## src/rtl/reg_bank_mode_if.sv

```systemverilog
// Write/read bus of the mode register bank: one write port, two read ports, flag and full state view.
interface reg_bank_mode_if #(
    parameter int WIDTH  = 16,
    parameter int DEPTH  = 8,
    parameter int ADDR_W = 3
);
    logic                   wr_en;
    logic [ADDR_W-1:0]      wr_addr;
    logic [1:0]             wr_mode;
    logic [WIDTH-1:0]       buswires;
    logic [ADDR_W-1:0]      rd_addr_a;
    logic [WIDTH-1:0]       rd_data_a;
    logic [ADDR_W-1:0]      rd_addr_b;
    logic [WIDTH-1:0]       rd_data_b;
    logic                   carry;
    logic [DEPTH*WIDTH-1:0] regs_flat;

    modport master (
        output wr_en, wr_addr, wr_mode, buswires, rd_addr_a, rd_addr_b,
        input  rd_data_a, rd_data_b, carry, regs_flat
    );

    modport slave (
        input  wr_en, wr_addr, wr_mode, buswires, rd_addr_a, rd_addr_b,
        output rd_data_a, rd_data_b, carry, regs_flat
    );
endinterface

```

## src/rtl/reg_bank_mode.sv

```systemverilog
// Bank of DEPTH x WIDTH registers with load/increment/shift/clear write modes,
// two read ports (combinational or registered write-first) and a carry flag.
module reg_bank_mode #(
    parameter int WIDTH    = 16,
    parameter int DEPTH    = 8,
    parameter int ADDR_W   = 3,
    parameter int REG_READ = 0
) (
    input logic            clock,
    input logic            resetn,
    reg_bank_mode_if.slave bus
);
    localparam logic [1:0] MODE_LOAD  = 2'b00;
    localparam logic [1:0] MODE_INC   = 2'b01;
    localparam logic [1:0] MODE_SHL   = 2'b10;
    localparam logic [1:0] MODE_CLEAR = 2'b11;

    logic [DEPTH*WIDTH-1:0] regs_q;
    logic [DEPTH*WIDTH-1:0] regs_d;
    logic                   carry_q;
    logic                   carry_d;
    logic                   wr_hit;
    logic [WIDTH-1:0]       old_val;
    logic [WIDTH-1:0]       new_val;

    // Addresses past the last register read as zero, which also covers non-power-of-2 depths.
    function automatic logic [WIDTH-1:0] pick(input logic [DEPTH*WIDTH-1:0] flat,
                                              input logic [ADDR_W-1:0]      addr);
        logic [WIDTH-1:0] result;
        result = '0;
        for (int i = 0; i < DEPTH; i++) begin
            if (32'(addr) == i) result = flat[i*WIDTH +: WIDTH];
        end
        return result;
    endfunction

    assign wr_hit  = bus.wr_en && (32'(bus.wr_addr) < DEPTH);
    assign old_val = pick(regs_q, bus.wr_addr);

    always_comb begin
        new_val = '0;
        carry_d = 1'b0;
        case (bus.wr_mode)
            MODE_LOAD:  new_val = bus.buswires;
            MODE_INC:   {carry_d, new_val} = {1'b0, old_val} + {{WIDTH{1'b0}}, 1'b1};
            MODE_SHL:   {carry_d, new_val} = {old_val, 1'b0};
            MODE_CLEAR: new_val = '0;
            default:    new_val = '0;
        endcase
    end

    // Post-edge bank image; the registered read ports sample this for write-first behaviour.
    always_comb begin
        regs_d = regs_q;
        for (int i = 0; i < DEPTH; i++) begin
            if (wr_hit && (32'(bus.wr_addr) == i)) regs_d[i*WIDTH +: WIDTH] = new_val;
        end
    end

    always_ff @(posedge clock) begin
        if (!resetn) begin
            regs_q  <= '0;
            carry_q <= 1'b0;
        end else begin
            regs_q <= regs_d;
            if (wr_hit) carry_q <= carry_d;
        end
    end

    assign bus.carry     = carry_q;
    assign bus.regs_flat = regs_q;

    generate
        if (REG_READ == 1) begin : g_reg_read
            logic [WIDTH-1:0] rd_q_a;
            logic [WIDTH-1:0] rd_q_b;

            always_ff @(posedge clock) begin
                if (!resetn) begin
                    rd_q_a <= '0;
                    rd_q_b <= '0;
                end else begin
                    rd_q_a <= pick(regs_d, bus.rd_addr_a);
                    rd_q_b <= pick(regs_d, bus.rd_addr_b);
                end
            end

            assign bus.rd_data_a = rd_q_a;
            assign bus.rd_data_b = rd_q_b;
        end else begin : g_comb_read
            assign bus.rd_data_a = pick(regs_q, bus.rd_addr_a);
            assign bus.rd_data_b = pick(regs_q, bus.rd_addr_b);
        end
    endgenerate
endmodule

```

## src/flat_wrapper.sv

```systemverilog
// flat-port wrapper written by rule: the top's interface ports become plain ports
module reg_bank_mode_flat 
#(
    parameter int WIDTH    = 16,
    parameter int DEPTH    = 8,
    parameter int ADDR_W   = 3,
    parameter int REG_READ = 0
)
  (clock, resetn, bus_wr_en, bus_wr_addr, bus_wr_mode, bus_buswires, bus_rd_addr_a, bus_rd_addr_b, bus_rd_data_a, bus_rd_data_b, bus_carry, bus_regs_flat);
  reg_bank_mode_if #(.WIDTH(WIDTH), .DEPTH(DEPTH), .ADDR_W(ADDR_W)) bus_i ();
  input logic clock;
  input logic resetn;
  input wire logic [$bits(bus_i.wr_en)-1:0] bus_wr_en;
  input wire logic [$bits(bus_i.wr_addr)-1:0] bus_wr_addr;
  input wire logic [$bits(bus_i.wr_mode)-1:0] bus_wr_mode;
  input wire logic [$bits(bus_i.buswires)-1:0] bus_buswires;
  input wire logic [$bits(bus_i.rd_addr_a)-1:0] bus_rd_addr_a;
  input wire logic [$bits(bus_i.rd_addr_b)-1:0] bus_rd_addr_b;
  output wire logic [$bits(bus_i.rd_data_a)-1:0] bus_rd_data_a;
  output wire logic [$bits(bus_i.rd_data_b)-1:0] bus_rd_data_b;
  output wire logic [$bits(bus_i.carry)-1:0] bus_carry;
  output wire logic [$bits(bus_i.regs_flat)-1:0] bus_regs_flat;
  assign bus_i.wr_en = bus_wr_en;
  assign bus_i.wr_addr = bus_wr_addr;
  assign bus_i.wr_mode = bus_wr_mode;
  assign bus_i.buswires = bus_buswires;
  assign bus_i.rd_addr_a = bus_rd_addr_a;
  assign bus_i.rd_addr_b = bus_rd_addr_b;
  assign bus_rd_data_a = bus_i.rd_data_a;
  assign bus_rd_data_b = bus_i.rd_data_b;
  assign bus_carry = bus_i.carry;
  assign bus_regs_flat = bus_i.regs_flat;
  reg_bank_mode #(.WIDTH(WIDTH), .DEPTH(DEPTH), .ADDR_W(ADDR_W), .REG_READ(REG_READ)) u_core (.clock(clock), .resetn(resetn), .bus(bus_i));
endmodule
```

## config.mk

```make
export PLATFORM = sky130hd
export DESIGN_NAME = reg_bank_mode_flat
export DESIGN_NICKNAME = d
export VERILOG_FILES = /design/src/rtl/reg_bank_mode_if.sv /design/src/rtl/reg_bank_mode.sv /design/src/flat_wrapper.sv
export SDC_FILE = /design/constraint.sdc
export NUM_CORES = 1
export LEC_CHECK = 0
export ABC_CLOCK_PERIOD_IN_PS = 3900
export CORE_MARGIN = 2
export CORE_UTILIZATION = 35
export CTS_BUF_LIST = sky130_fd_sc_hd__clkbuf_8
export CTS_CLUSTER_SIZE = 10
export DETAILED_ROUTE_END_ITERATION = 16
export PLACE_DENSITY = 0.73
export SETUP_SLACK_MARGIN = 0.15
export SYNTH_ARGS = -nofsm -noshare
export SYNTH_HDL_FRONTEND = slang
export SYNTH_SLANG_ARGS = --single-unit
export TNS_END_PERCENT = 5
```

## constraint.sdc

```tcl
create_clock -name clock -period 3.9 [get_ports clock]
set_clock_uncertainty 0.2 [all_clocks]
set_input_delay 0.78 -clock clock [delete_from_list [all_inputs] [get_ports clock]]
set_output_delay 0.78 -clock clock [all_outputs]
set_load 0.005 [all_outputs]
```

==> impl_summary.md, run 1 <==
STA
For this run, the top clock speed supported by timing is approximately 270 MHz. The max-slew violation count was 0. Final hold analysis gives a worst-case slack of ~0.29 ns. The final hold violation count is 0.

Adding up every negative setup slack in the final design gives 0 ns. The worst setup margin is 0.248 ns. The number of setup violations in the final report is 0. The slew of the pin with the lowest slew margin is ~0.9 ns. The routed design could run at a clock period as short as between 3 and 4 ns. The fraction of the cycle the final worst path needs is 93.6%. Setup repair after global routing left no endpoint under its margin. The worst slew slack as a fraction of its limit is between 30% and 40%.

Run
The max-capacitance violation count is 0.

Die
The die boundary width is roughly 160 um. Row generation in the floorplan step produced 56 rows. The die covers ~0.025 mm2. The I/O pin total is around 190.

The initial utilization of the core area, before any placement, comes to a little over a third. Measured along the y axis, the die boundary spans between 150 and 200 um. The total area inside the core boundary comes to 0.0236 mm2.

Yosys
The leading area contributor after synthesis is sky130_fd_sc_hd__dfxtp_1. The instance count of the mapped netlist is ~1.1k. The count of state elements after synthesis is approximately 130. The share of Yosys cell area claimed by the top area cell type is between 30% and 40%. The most used flip-flop cell after synthesis is sky130_fd_sc_hd__dfxtp_1. The number of different library cells in the post-synthesis netlist is 67. In this run the cell area of the synthesized design comes to between 0.008 and 0.009 mm2. The Yosys warning count is 0. The synthesized design contains 0 enable-type register cells. The fraction of registers with async set/reset is 0%. In the post-synthesis netlist, the biggest area contributors are sky130_fd_sc_hd__dfxtp_1, sky130_fd_sc_hd__o21ai_0, sky130_fd_sc_hd__mux4_2, sky130_fd_sc_hd__nand2_1, sky130_fd_sc_hd__a21oi_1. For this run, the register share of the synthesized area comes to 30.5%. The number of nets handed over by synthesis was 1,086. The average instance in the mapped netlist occupies between 8 and 9 um2.

Critical path
The critical path contains buffers and inverters numbering 4 combined. STA classifies the critical path startpoint as a primary input. The worst endpoint required time is 2.92 ns. The slowest cell on the critical path is sky130_fd_sc_hd__clkdlybuf4s50_1. For this run, the slowest stage of the critical path takes 0.51 ns. The type of the setup path with the least slack is in2out. The critical path endpoint category is an output port. The gate family responsible for the most delay along the worst path is buffers and inverters.

The arrival time of the worst setup path is roughly 2.7 ns. The critical-path maximum fanout is 6. Walking the worst path, the cells encountered are dlygate4sd2_1 -> buf_4 -> nor2b_1 -> buf_4 -> a22o_1 -> nand2_1 -> o211ai_1 -> o21ai_0 -> nand2_1 -> clkdlybuf4s50_1.

Detailed routing
The DRC violation total after the first TritonRoute iteration is 1,136. The number of iterations in the first detailed-routing pass is 6. In the routed design, unresolved DRC markers number 0.

In this run the remaining antenna-violating nets after routing total 0. In the final routed layout, each cell accounts on average for between 20 and 25 um. The number of vias after detailed routing is 9,655.

After detailed routing, the number of vias per cell comes to ~6. The total routed wirelength is approximately 36 mm.

Clock network
The clock sink total is 129. The TritonCTS buffer count is 17. The H-tree was split into 4 levels.

The buffer type at the clock tree root is sky130_fd_sc_hd__clkbuf_8. The buffer depth of the longest clock path is 2. The clock tree from TritonCTS is built. The clock slew seen by the registers of the worst setup and hold paths is about 0.080 ns.

Buffers inserted to repair hold after CTS numbered 0. For the worst-skew pair, the clock arrives at the later sink with an insertion delay of about 0.47 ns.

GRT
For this run the aggregate overflow at the end of global routing stands at 0. The number of antenna violations at the first check in global routing came to 0. The via count of the first global-routing pass was ~9.4k. The first global-routing pass estimated about 56 mm of wire. The largest net degree at the start of global routing is 75. Global routing consumed, over all layers together, 27.9% of the routing resources.

Run status
The flow ran to the end, and the final reports show no timing, DRC or antenna violations.

Placed design
The congestion estimate from routability-driven global placement came to roughly 1.0. Once placement finished, the instance area stood at roughly 0.011 mm2. In this run, placement finished with an instance count of roughly 1.6k. The post-placement setup slack is 0.0155 ns. The total of buffers placed on input and output ports is 190. The HPWL after detailed placement is approximately 27 mm.

Cells and area
The share of final-layout standard cells stronger than drive strength 1 is between 10% and 20%. The finished cells cover about 0.012 mm2. The layout net count is about 1.3k.

The number of antenna diodes in the final layout is 0. The finished layout holds about 1.6k standard cells, fillers aside. The most common library cell in the layout ignoring fill and taps is sky130_fd_sc_hd__clkdlybuf4s50_1. In the layout the commonest cells are sky130_fd_sc_hd__clkdlybuf4s50_1, sky130_fd_sc_hd__nand2_1, sky130_fd_sc_hd__dfxtp_1, sky130_fd_sc_hd__o21ai_0, sky130_fd_sc_hd__buf_4.

The area added between synthesis and finish is 38.3%.

Power
Across the VDD grid, the largest voltage drop is about 0.17 mV. Dividing total power by cell area gives a power density of approximately 270 mW/mm2. The leakage power figure is around 4.5 nW.

Hold path
The worst hold path belongs to the class reg2reg.
[metal layers]
layer | routed length [um] | GRT usage, % | vias to the layer above
li1 | - | - | 4348
met2 | 16000 | 42.4 | 669
met3 | 3620 | 6.36 | 107
met1 | 14900 | 37.2 | 4531
met5 | 0 | 0 | -
met4 | 1550 | 13.7 | 0
[registers in the layout, indices dropped and copies added (netlist names)]
signal                cells
u_core.bus.regs_flat    128
u_core.bus.carry          1
[stage by stage]
step | utilization [%] | power, mW
final | 49.5 | 3.17
after floorplan | - | 1.75
after global placement | 48.0 | 2.10
after CTS | 49.5 | 3.16
after global routing | 49.5 | 3.28
after detailed placement | 48.0 | 2.10
[final timing paths]
check / start / endpoint / slack (ns) / cells past startpoint
max reg2reg: u_core.bus.regs_flat[32] / u_core.bus.regs_flat[104] / 0.68 / 12
min reg2reg: u_core.bus.carry / u_core.bus.carry / 0.29 / 2
max: bus_rd_addr_b[1] / bus_rd_data_b[10] / 0.25 / 10
min: u_core.bus.carry / u_core.bus.carry / 0.29 / 2
[power breakdown]
group	total [mW]	leakage, nW	switching [mW]	internal (mW)
Sequential	1.41	1.05	0.0569	1.35
Combinational	0.682	3.33	0.364	0.318
Clock	1.08	0.169	0.581	0.495
Total	3.17	4.54	1.00	2.16
[worst min-delay path, delay by kind of cell (launching register included)]
kind	cells	cell delay, ns
AND/OR/NAND/NOR	1	0.06
flip-flops	1	0.32
AO/OA/AOI/OAI	1	0.07
[cell families (layout without fill, tap and decap cells)]
family | Yosys count | in the layout | synth area share, %
simple gates | 365 | 365 | 20.2
compound gates | 356 | 356 | 27.1
flops | 129 | 129 | 30.5
buf+inv | 107 | 345 | 5.36
mux | 84 | 84 | 15.5
xor+xnor | 7 | 7 | 0.725
fa+ha+maj | 4 | 4 | 0.592
[repair_timing]
item | in CTS | in global routing
pin swaps | 0 | 0
buffers inserted | 0 | 0
resized for setup | 7 | 1
endpoints found under the setup margin | 21 | 13
[layout make-up]
| cell class | instances | area, um2 |
|---|---|---|
| Inverter | 9 | 33.8 |
| Clock inverter | 14 | 119 |
| Clock buffer | 17 | 234 |
| Tap cell | 319 | 399 |
| Sequential cell | 129 | 2580 |
| Timing Repair Buffer | 305 | 2870 |
| Fill cell | 2248 | 11900 |
| Multi-Input combinational cell | 816 | 5450 |
[synthesized netlist by cell type (4+ instances only)]
cell type                  count
sky130_fd_sc_hd__nand2_1     141
sky130_fd_sc_hd__dfxtp_1     129
sky130_fd_sc_hd__o21ai_0     119
sky130_fd_sc_hd__a21oi_1      96
sky130_fd_sc_hd__nor2_1       88
sky130_fd_sc_hd__clkbuf_1     72
sky130_fd_sc_hd__nand3_1      44
sky130_fd_sc_hd__mux2i_1      37
sky130_fd_sc_hd__mux4_2       26
sky130_fd_sc_hd__nor2b_1      17
sky130_fd_sc_hd__o211ai_1     17
sky130_fd_sc_hd__a22o_1       16
sky130_fd_sc_hd__nand2b_1     16
sky130_fd_sc_hd__o211a_1      16
sky130_fd_sc_hd__o221ai_1     16
sky130_fd_sc_hd__o31ai_1      14
sky130_fd_sc_hd__buf_2        13
sky130_fd_sc_hd__mux2_2       13
sky130_fd_sc_hd__and3_1       12
sky130_fd_sc_hd__nor3_1       12
sky130_fd_sc_hd__a21boi_0     10
sky130_fd_sc_hd__buf_1        10
sky130_fd_sc_hd__nor3b_1      10
sky130_fd_sc_hd__inv_1         8
sky130_fd_sc_hd__mux4_1        8
sky130_fd_sc_hd__a221o_1       6
sky130_fd_sc_hd__a31oi_1       6
sky130_fd_sc_hd__nand3b_1      6
sky130_fd_sc_hd__o22ai_1       6
sky130_fd_sc_hd__nand4_1       5
sky130_fd_sc_hd__xnor2_1       5
sky130_fd_sc_hd__a22oi_1       4
sky130_fd_sc_hd__ha_1          4
sky130_fd_sc_hd__or3b_1        4
(Power assumes the default switching activity.)
==> inputs of run 2 (changes only) <==
Settings changed: CORE_MARGIN 2 to unset, CTS_BUF_LIST sky130_fd_sc_hd__clkbuf_8 to sky130_fd_sc_hd__clkbuf_4 sky130_fd_sc_hd__clkbuf_8 sky130_fd_sc_hd__clkbuf_16, PLACE_DENSITY 0.73 to unset, PLACE_DENSITY_LB_ADDON set to 0.2.
==> impl_summary.md, run 2 (synthesis gave the netlist of run 1 again) <==
Run status
The flow ran to the end, and the final reports show no timing, DRC or antenna violations.

GRT
The wire length of the first global-routing pass was 53.6 mm (-3.6%). The largest net degree at the start of global routing came to 76 (+1.3%). The total grt overflow is 0 (unchanged).

The via count of the first global-routing pass came to 8,527 (-9.1%). The number of antenna violations at the first check in global routing is 0 (unchanged). The global-route usage over all layers is 29.2% (+1.4 points).

Clock network
The setup fix buffers added after clock tree synthesis is 0 (unchanged). The root buffer cell chosen for the clock tree is sky130_fd_sc_hd__clkbuf_16. The clock tree from TritonCTS is built.

The TritonCTS buffer count is 17 (unchanged). The number of levels the H-tree was split into is 4 (unchanged). The number of buffers added to fix hold violations after cts is 0 (unchanged). The clock slew seen by the registers of the worst setup and hold paths is 0.06 ns (-0.02 ns).

The buffer depth of the longest clock path came to 2 (unchanged). The clock sink total is 129 (unchanged). The insertion delay to the later sink of the worst-skew pair was 0.43 ns (-0.04 ns).

Hold path
The worst hold path terminates at u_core.bus.carry. The hold path startpoint is u_core.bus.carry. The kind of path behind the tightest hold check is reg2reg. The hold-critical path depth is 2 (unchanged).

Cells and area
The most common library cell in the layout ignoring fill and taps is sky130_fd_sc_hd__clkdlybuf4s50_1. The number of diodes added for antenna fixing is 0 (unchanged). The number of filler instances in the final layout came to 2,234 (-0.62%). The count of placed standard cells in the final layout, fillers left out was 1,602 (-0.44%). The layout net count came to 1,304 (-0.61%). The share of final-layout standard cells stronger than drive strength 1 is 15.8% (-0.53 points). The top cell types in the final layout, fill and taps aside, are sky130_fd_sc_hd__clkdlybuf4s50_1, sky130_fd_sc_hd__nand2_1, sky130_fd_sc_hd__dfxtp_1, sky130_fd_sc_hd__o21ai_0, sky130_fd_sc_hd__a21oi_1. Compared with the post-synthesis result, the final layout area differs by 41.2%. The total area of sequential cells came to 0.00258 mm2 (unchanged).

The number of flip-flops under the largest register name is 128 (unchanged). The final cell utilization of the core is 50.6% (+1.1 points). The area of the multi-input gates is 0.00545 mm2 (about the same).

STA
The peak clock frequency supported by timing is 266 MHz (-2.8%). The setup TNS after final layout came to 0 ns (unchanged). The number of setup violations in the final report is 0 (unchanged). The fraction of the cycle the final worst path needs is 96.4% (+2.7 points). The max-slew violation count is 0 (unchanged).

The final hold violation count is 0 (unchanged). The slew of the pin with the lowest slew margin is 0.850 ns (-0.0605 ns). The worst slew slack as a fraction of its limit is 42.9% (+4.2 points). The worst setup margin was 0.142 ns (-0.107 ns).

Setup repair after global routing could not meet its margin everywhere. The minimum period implied by the final worst setup slack came to 3.76 ns (+0.107 ns).

Critical path
The arrival time of the worst setup path is 2.78 ns (+0.11 ns). The critical-path maximum fanout is 9 (+3). The worst setup slack for register-to-register paths is 0.71 ns (+0.03 ns). The peak per-stage delay on the critical path came to 0.51 ns (about the same).

The critical path goes through clkdlybuf4s50_1 -> buf_6 -> nor2b_4 -> buf_6 -> a22o_1 -> nand2_1 -> o221ai_1 -> o21ai_1 -> nand2_1 -> clkdlybuf4s50_1. The gate family responsible for the most delay along the worst path is buffers and inverters. The count of buffering cells on the critical path with inverters included is 4 (unchanged). The critical path endpoint category is an output port. The critical path is of the in2out type. The worst register-to-register path begins at u_core.bus.regs_flat[32]. The worst endpoint required time is 2.92 ns (about the same).

The startpoint kind of the worst setup timing path is a primary input. The capture point of the worst reg-to-reg path is u_core.bus.regs_flat[94]. The slowest cell on the critical path is sky130_fd_sc_hd__clkdlybuf4s50_1. The length in cells of the worst reg-to-reg path is 9 (-3).

Run
The max-capacitance violation count was 0 (unchanged).

Placed design
The post-placement setup slack is 0.0421 ns (+0.0265 ns). The half-perimeter wire length after placement is 25.9 mm (-2.5%). The global placer's final weighted congestion is 1.03 (+1.7%). The total of buffers placed on input and output ports is 190 (unchanged). The post-placement cell count is 1,568 (-0.63%).

Die
The vertical die dimension is 157 um (-1.3%). The die boundary width is 157 um (-1.3%). The effective utilization at floorplan is 35.8% (unchanged).

The I/O pin total is 191 (unchanged). The floorplan core area came to 0.0236 mm2 (unchanged). The die footprint is 0.0248 mm2 (-2.5%). The number of standard-cell rows in the floorplan came to 56 (unchanged).

Power
The sequential cell fraction of total power is 36.8% (-7.7 points). The clock network fraction of total power came to 45.1% (+11 points). The total chip power is 3.82 mW (+21%). The maximum resistive drop on vdd is 0.228 mV (+37%). The net switching power figure is 1.08 mW (+7.9%). The total internal power is 2.74 mW (+27%).

The leakage power figure is 4.66 nW (+2.6%). The net switching fraction of the power was 28.3% (-3.4 points). The proportion of power drawn by combinational gates is 18.0% (-3.5 points). The total power per unit cell area was 320 mW/mm2 (+18%).

Detailed routing
The total routed wirelength is 36.4 mm (+0.92%). The number of remaining DRC errors was 0 (unchanged). The average via count per standard cell is 5.89 (-1.9%).

The wire length per cell is 22.7 um (+1.4%). The number of vias after detailed routing came to 9,432 (-2.3%). The residual antenna-violating net count after detailed routing came to 0 (unchanged).

The DRC violation total after the first TritonRoute iteration is 958 (-16%). The number of iterations in the first detailed-routing pass came to 5 (-1).
run 2: worst register-to-register path, delay by kind of cell, from the launching register on:
kind | cells | cell delay, ns
DFF | 1 | 0.41
and+or+nand+nor | 3 | 1.24
AOI/OAI and AO/OA | 5 | 0.95
adders and majority gates | 1 | 0.21
run 2: worst max-delay path by stage:
stage / depth (start not counted) / to / from
6_report: 10 / bus_rd_data_a[4] / bus_rd_addr_a[2]
4_1_cts: 10 / bus_rd_data_a[12] / bus_rd_addr_a[2]
3_3_place_gp: 9 / bus_rd_data_a[14] / bus_rd_addr_a[1]
5_1_grt: 10 / bus_rd_data_a[14] / bus_rd_addr_a[2]
3_5_place_dp: 9 / bus_rd_data_a[12] / bus_rd_addr_a[1]
2_1_floorplan: 13 / u_core.bus.regs_flat[108] / bus_wr_addr[0]
run 2: per-stage QoR:
step | hold WS [ns] | cell area, um2
after floorplan | 0.273 | 8470
after global placement | 0.272 | 11300
after detailed placement | 0.282 | 11300
after CTS | 0.293 | 11900
after global routing | 0.324 | 11900
final | 0.290 | 11900
run 2: power groups by stage:
stage	Combinational, mW	Sequential [mW]	Clock, mW
2_1_floorplan	0.336	1.42	0
5_1_grt	0.731	1.41	1.78
4_1_cts	0.676	1.41	1.72
3_5_place_dp	0.667	1.44	0
6_report	0.689	1.41	1.73
3_3_place_gp	0.664	1.44	0
run 2: layout make-up:
cell class | instances | area share [%]
clock buffer | 21 | 3.97
clock inverter | 11 | 1.28
inverter | 9 | 0.283
multi-input combinational | 816 | 45.6
sequential | 129 | 21.6
tap | 319 | 3.34
timing repair buffer | 297 | 23.9
run 2: what timing repair did:
action / 4_1_cts / 5_1_grt
hold endpoints to repair: 0 / 0
resized for setup: 3 / 11
setup endpoints to repair: 22 / 15
gates cloned: 1 / 1
pin swaps: 0 / 1
run 2: routing by layer:
layer | vias up | part of all wire [%] | global-route usage, % | wire (um)
met5 | - | 0 | 0 | 0
met4 | 0 | 3.2 | 10.7 | 1150
met3 | 76 | 10 | 5.53 | 3660
met2 | 541 | 45 | 45.0 | 16200
met1 | 4494 | 42 | 40.4 | 15400
li1 | 4321 | - | - | -
==> inputs of run 3 (changes only) <==
--- a/config.mk
+++ b/config.mk
@@ -9,4 +9,5 @@
 export CORE_UTILIZATION = 35
 export CTS_BUF_LIST = sky130_fd_sc_hd__clkbuf_4 sky130_fd_sc_hd__clkbuf_8 sky130_fd_sc_hd__clkbuf_16
+export CTS_CLUSTER_DIAMETER = 120
 export CTS_CLUSTER_SIZE = 10
 export DETAILED_ROUTE_END_ITERATION = 16
==> constraint.sdc (replaced) <==
create_clock -name clock -period 3.9 [get_ports clock]
set_clock_uncertainty 0.2 [all_clocks]
set_input_delay 0.39 -clock clock [delete_from_list [all_inputs] [get_ports clock]]
set_output_delay 0.39 -clock clock [all_outputs]
set_load 0.005 [all_outputs]
==> impl_summary.md, run 3 (synthesis gave the netlist of run 1 again) <==
Run status
The flow ran to the end, and the final reports show no timing, DRC or antenna violations.

Critical path
The length in cells of the worst reg-to-reg path is 11 (+2). The critical path is of the in2out type. The arrival time of the worst setup path came to 3.02 ns (+0.24 ns). The critical-path maximum fanout was 7 (-2). The capture point of the worst reg-to-reg path is u_core.bus.regs_flat[12].

The reg-to-reg critical path startpoint is u_core.bus.regs_flat[32]. The worst endpoint required time came to 3.31 ns (+0.39 ns). The startpoint kind of the worst setup timing path is a primary input. STA classifies the critical path endpoint as an output port.

The worst setup slack for register-to-register paths is 0.47 ns (-0.24 ns).

Hold path
In this run the most critical hold path is launched from u_core.bus.carry. The path with the worst hold slack has its endpoint at u_core.bus.carry. The hold-critical path depth was 2 (unchanged).

In this run the worst hold path is classified as reg2reg.

Die
The die footprint is 0.0248 mm2 (unchanged). The effective utilization at floorplan came to 35.8% (unchanged). The floorplan core area is 0.0236 mm2 (unchanged). The vertical die dimension is 157 um (unchanged).

The die boundary width was 157 um (unchanged). The number of standard-cell rows in the floorplan came to 56 (unchanged). The I/O pin total is 191 (unchanged).

Clock network
The clock slew seen by the registers of the worst setup and hold paths is 0.06 ns (about the same). The buffer depth of the longest clock path is 2 (unchanged). The count of instances resized after the clock tree is built is 0 (-3). The insertion delay to the later sink of the worst-skew pair came to 0.43 ns (about the same). The clock sink total was 129 (unchanged).

The number of buffers added to fix hold violations after cts is 0 (unchanged). The setup fix buffers added after clock tree synthesis is 0 (unchanged). The TritonCTS buffer count was 17 (unchanged). The clock tree from TritonCTS is built. The number of levels the H-tree was split into came to 4 (unchanged). The tree is rooted in a sky130_fd_sc_hd__clkbuf_16.

Detailed routing
The number of vias after detailed routing is 9,366 (-0.70%). The number of iterations in the first detailed-routing pass is 5 (unchanged). The residual antenna-violating net count after detailed routing is 0 (unchanged). The number of remaining DRC errors is 0 (unchanged).

The average via count per standard cell is 5.97 (+1.4%). The DRC violation total after the first TritonRoute iteration is 1,063 (+11%). The wire length per cell is 23.5 um (+3.5%). The total routed wirelength is 36.9 mm (+1.4%).

STA
The number of setup violations in the final report is 0 (unchanged). Setup repair after global routing left no endpoint under its margin. The setup TNS after final layout was 0 ns (unchanged). The max-slew violation count came to 0 (unchanged). The minimum period implied by the final worst setup slack came to 3.61 ns (-0.148 ns).

The final hold violation count is 0 (unchanged). The worst slew slack as a fraction of its limit is 39.6% (-3.3 points). The fraction of the cycle the final worst path needs is 92.6% (-3.8 points). The slew of the pin with the lowest slew margin is 0.899 ns (+0.0487 ns). The peak clock frequency supported by timing is 277 MHz (+4.1%). The final hold slack is 0.289 ns (-0.00106 ns).

Cells and area
The final instance area is 0.0115 mm2 (-3.6%). Compared with the post-synthesis result, the final layout area differs by 36.1%. The number of filler instances in the final layout is 2,312 (+3.5%). The library cells used most frequently in the layout, excluding fill and tap cells, are sky130_fd_sc_hd__clkdlybuf4s50_1, sky130_fd_sc_hd__nand2_1, sky130_fd_sc_hd__dfxtp_1, sky130_fd_sc_hd__o21ai_0, sky130_fd_sc_hd__a21oi_1. The share of final-layout standard cells stronger than drive strength 1 was 13.3% (-2.5 points). The number of flip-flops under the largest register name was 128 (unchanged). The number of diodes added for antenna fixing came to 0 (unchanged). The area of the multi-input gates is 0.00543 mm2 (-0.32%). The layout net count is 1,272 (-2.5%). The library cell used most frequently in the layout, excluding fill and tap cells, is sky130_fd_sc_hd__clkdlybuf4s50_1.

The total area of sequential cells is 0.00258 mm2 (unchanged).

Power
The total power per unit cell area was 319 mW/mm2 (-0.54%). The leakage power figure was 4.42 nW (-5.2%). The maximum resistive drop on vdd came to 0.216 mV (-5.2%).

GRT
The via count of the first global-routing pass is 8,853 (+3.8%). The largest net degree at the start of global routing is 75 (-1.3%). The wire length of the first global-routing pass came to 55.3 mm (+3.3%). The global-route usage over all layers was 30.1% (+0.87 points). The total grt overflow came to 0 (unchanged).

The number of antenna violations at the first check in global routing was 0 (unchanged).

Placed design
The post-detailed-placement cell area came to 0.0109 mm2 (-2.8%). The half-perimeter wire length after placement is 26.2 mm (+1.0%). The global placer's final weighted congestion is 1.04 (+0.93%). The total of buffers placed on input and output ports was 190 (unchanged).

Run
The max-capacitance violation count was 0 (unchanged).
## run 3: changes by cell type in the layout (fill, tap and decap cells not counted), moves of 3 or more
cell,delta
sky130_fd_sc_hd__buf_12,-7
sky130_fd_sc_hd__dlygate4sd2_1,-3
sky130_fd_sc_hd__clkdlybuf4s50_1,+4
sky130_fd_sc_hd__buf_6,-3
sky130_fd_sc_hd__clkinv_2,+3
sky130_fd_sc_hd__buf_4,-21
## run 3: metal layers
metal	vias to the layer above	wire length [um]	track usage [%]
met1	4472	16200	42.2
li1	4273	-	-
met4	0	1230	12.8
met3	80	3350	5.59
met2	541	16100	44.8
met5	-	0	0
## run 3: power breakdown
part | leakage [nW] | internal (mW) | total [mW] | switching, mW
clock | 0.282 | 0.954 | 1.60 | 0.648
combinational | 3.09 | 0.291 | 0.655 | 0.364
sequential | 1.05 | 1.35 | 1.41 | 0.0565
## run 3: how the worst max path moves through the flow
stage,startpoint,end,slack [ns],cells past startpoint
finish,bus_rd_addr_b[1],bus_rd_data_b[4],0.29,6
global route,bus_rd_addr_b[1],bus_rd_data_b[4],0.22,6
CTS,bus_rd_addr_b[1],bus_rd_data_b[4],0.41,6
detailed placement,bus_wr_addr[2],u_core.bus.regs_flat[94],0.19,10
global placement,bus_wr_addr[0],u_core.bus.regs_flat[60],0.24,12
floorplan,bus_wr_addr[0],u_core.bus.regs_flat[44],0.22,13
## run 3: cell type report
| class | count | area share [%] |
|---|---|---|
| clock inverter | 13 | 1.21 |
| timing repair buffer | 265 | 21.6 |
| inverter | 9 | 0.294 |
| clock buffer | 18 | 3.82 |
| tap | 319 | 3.47 |
| sequential | 129 | 22.4 |
| multi-input combinational | 816 | 47.2 |
## run 3: critical path: stages
cell,delay [ns]
sky130_fd_sc_hd__clkdlybuf4s50_1,0.50
sky130_fd_sc_hd__nor2b_1,0.59
sky130_fd_sc_hd__nand2_1,0.52
sky130_fd_sc_hd__o21ai_0,0.46
sky130_fd_sc_hd__nand2_1,0.10
sky130_fd_sc_hd__clkdlybuf4s50_1,0.47
## run 3: through the flow
step	total power, mW	util, %	worst slack, ns	instances
floorplan	1.75	-	0.225	1052
finish	3.67	48.7	0.289	1569
global route	3.78	48.7	0.216	1569
detailed placement	2.08	46.3	0.190	1538
CTS	3.66	48.7	0.408	1569
global placement	2.08	46.3	0.238	1538
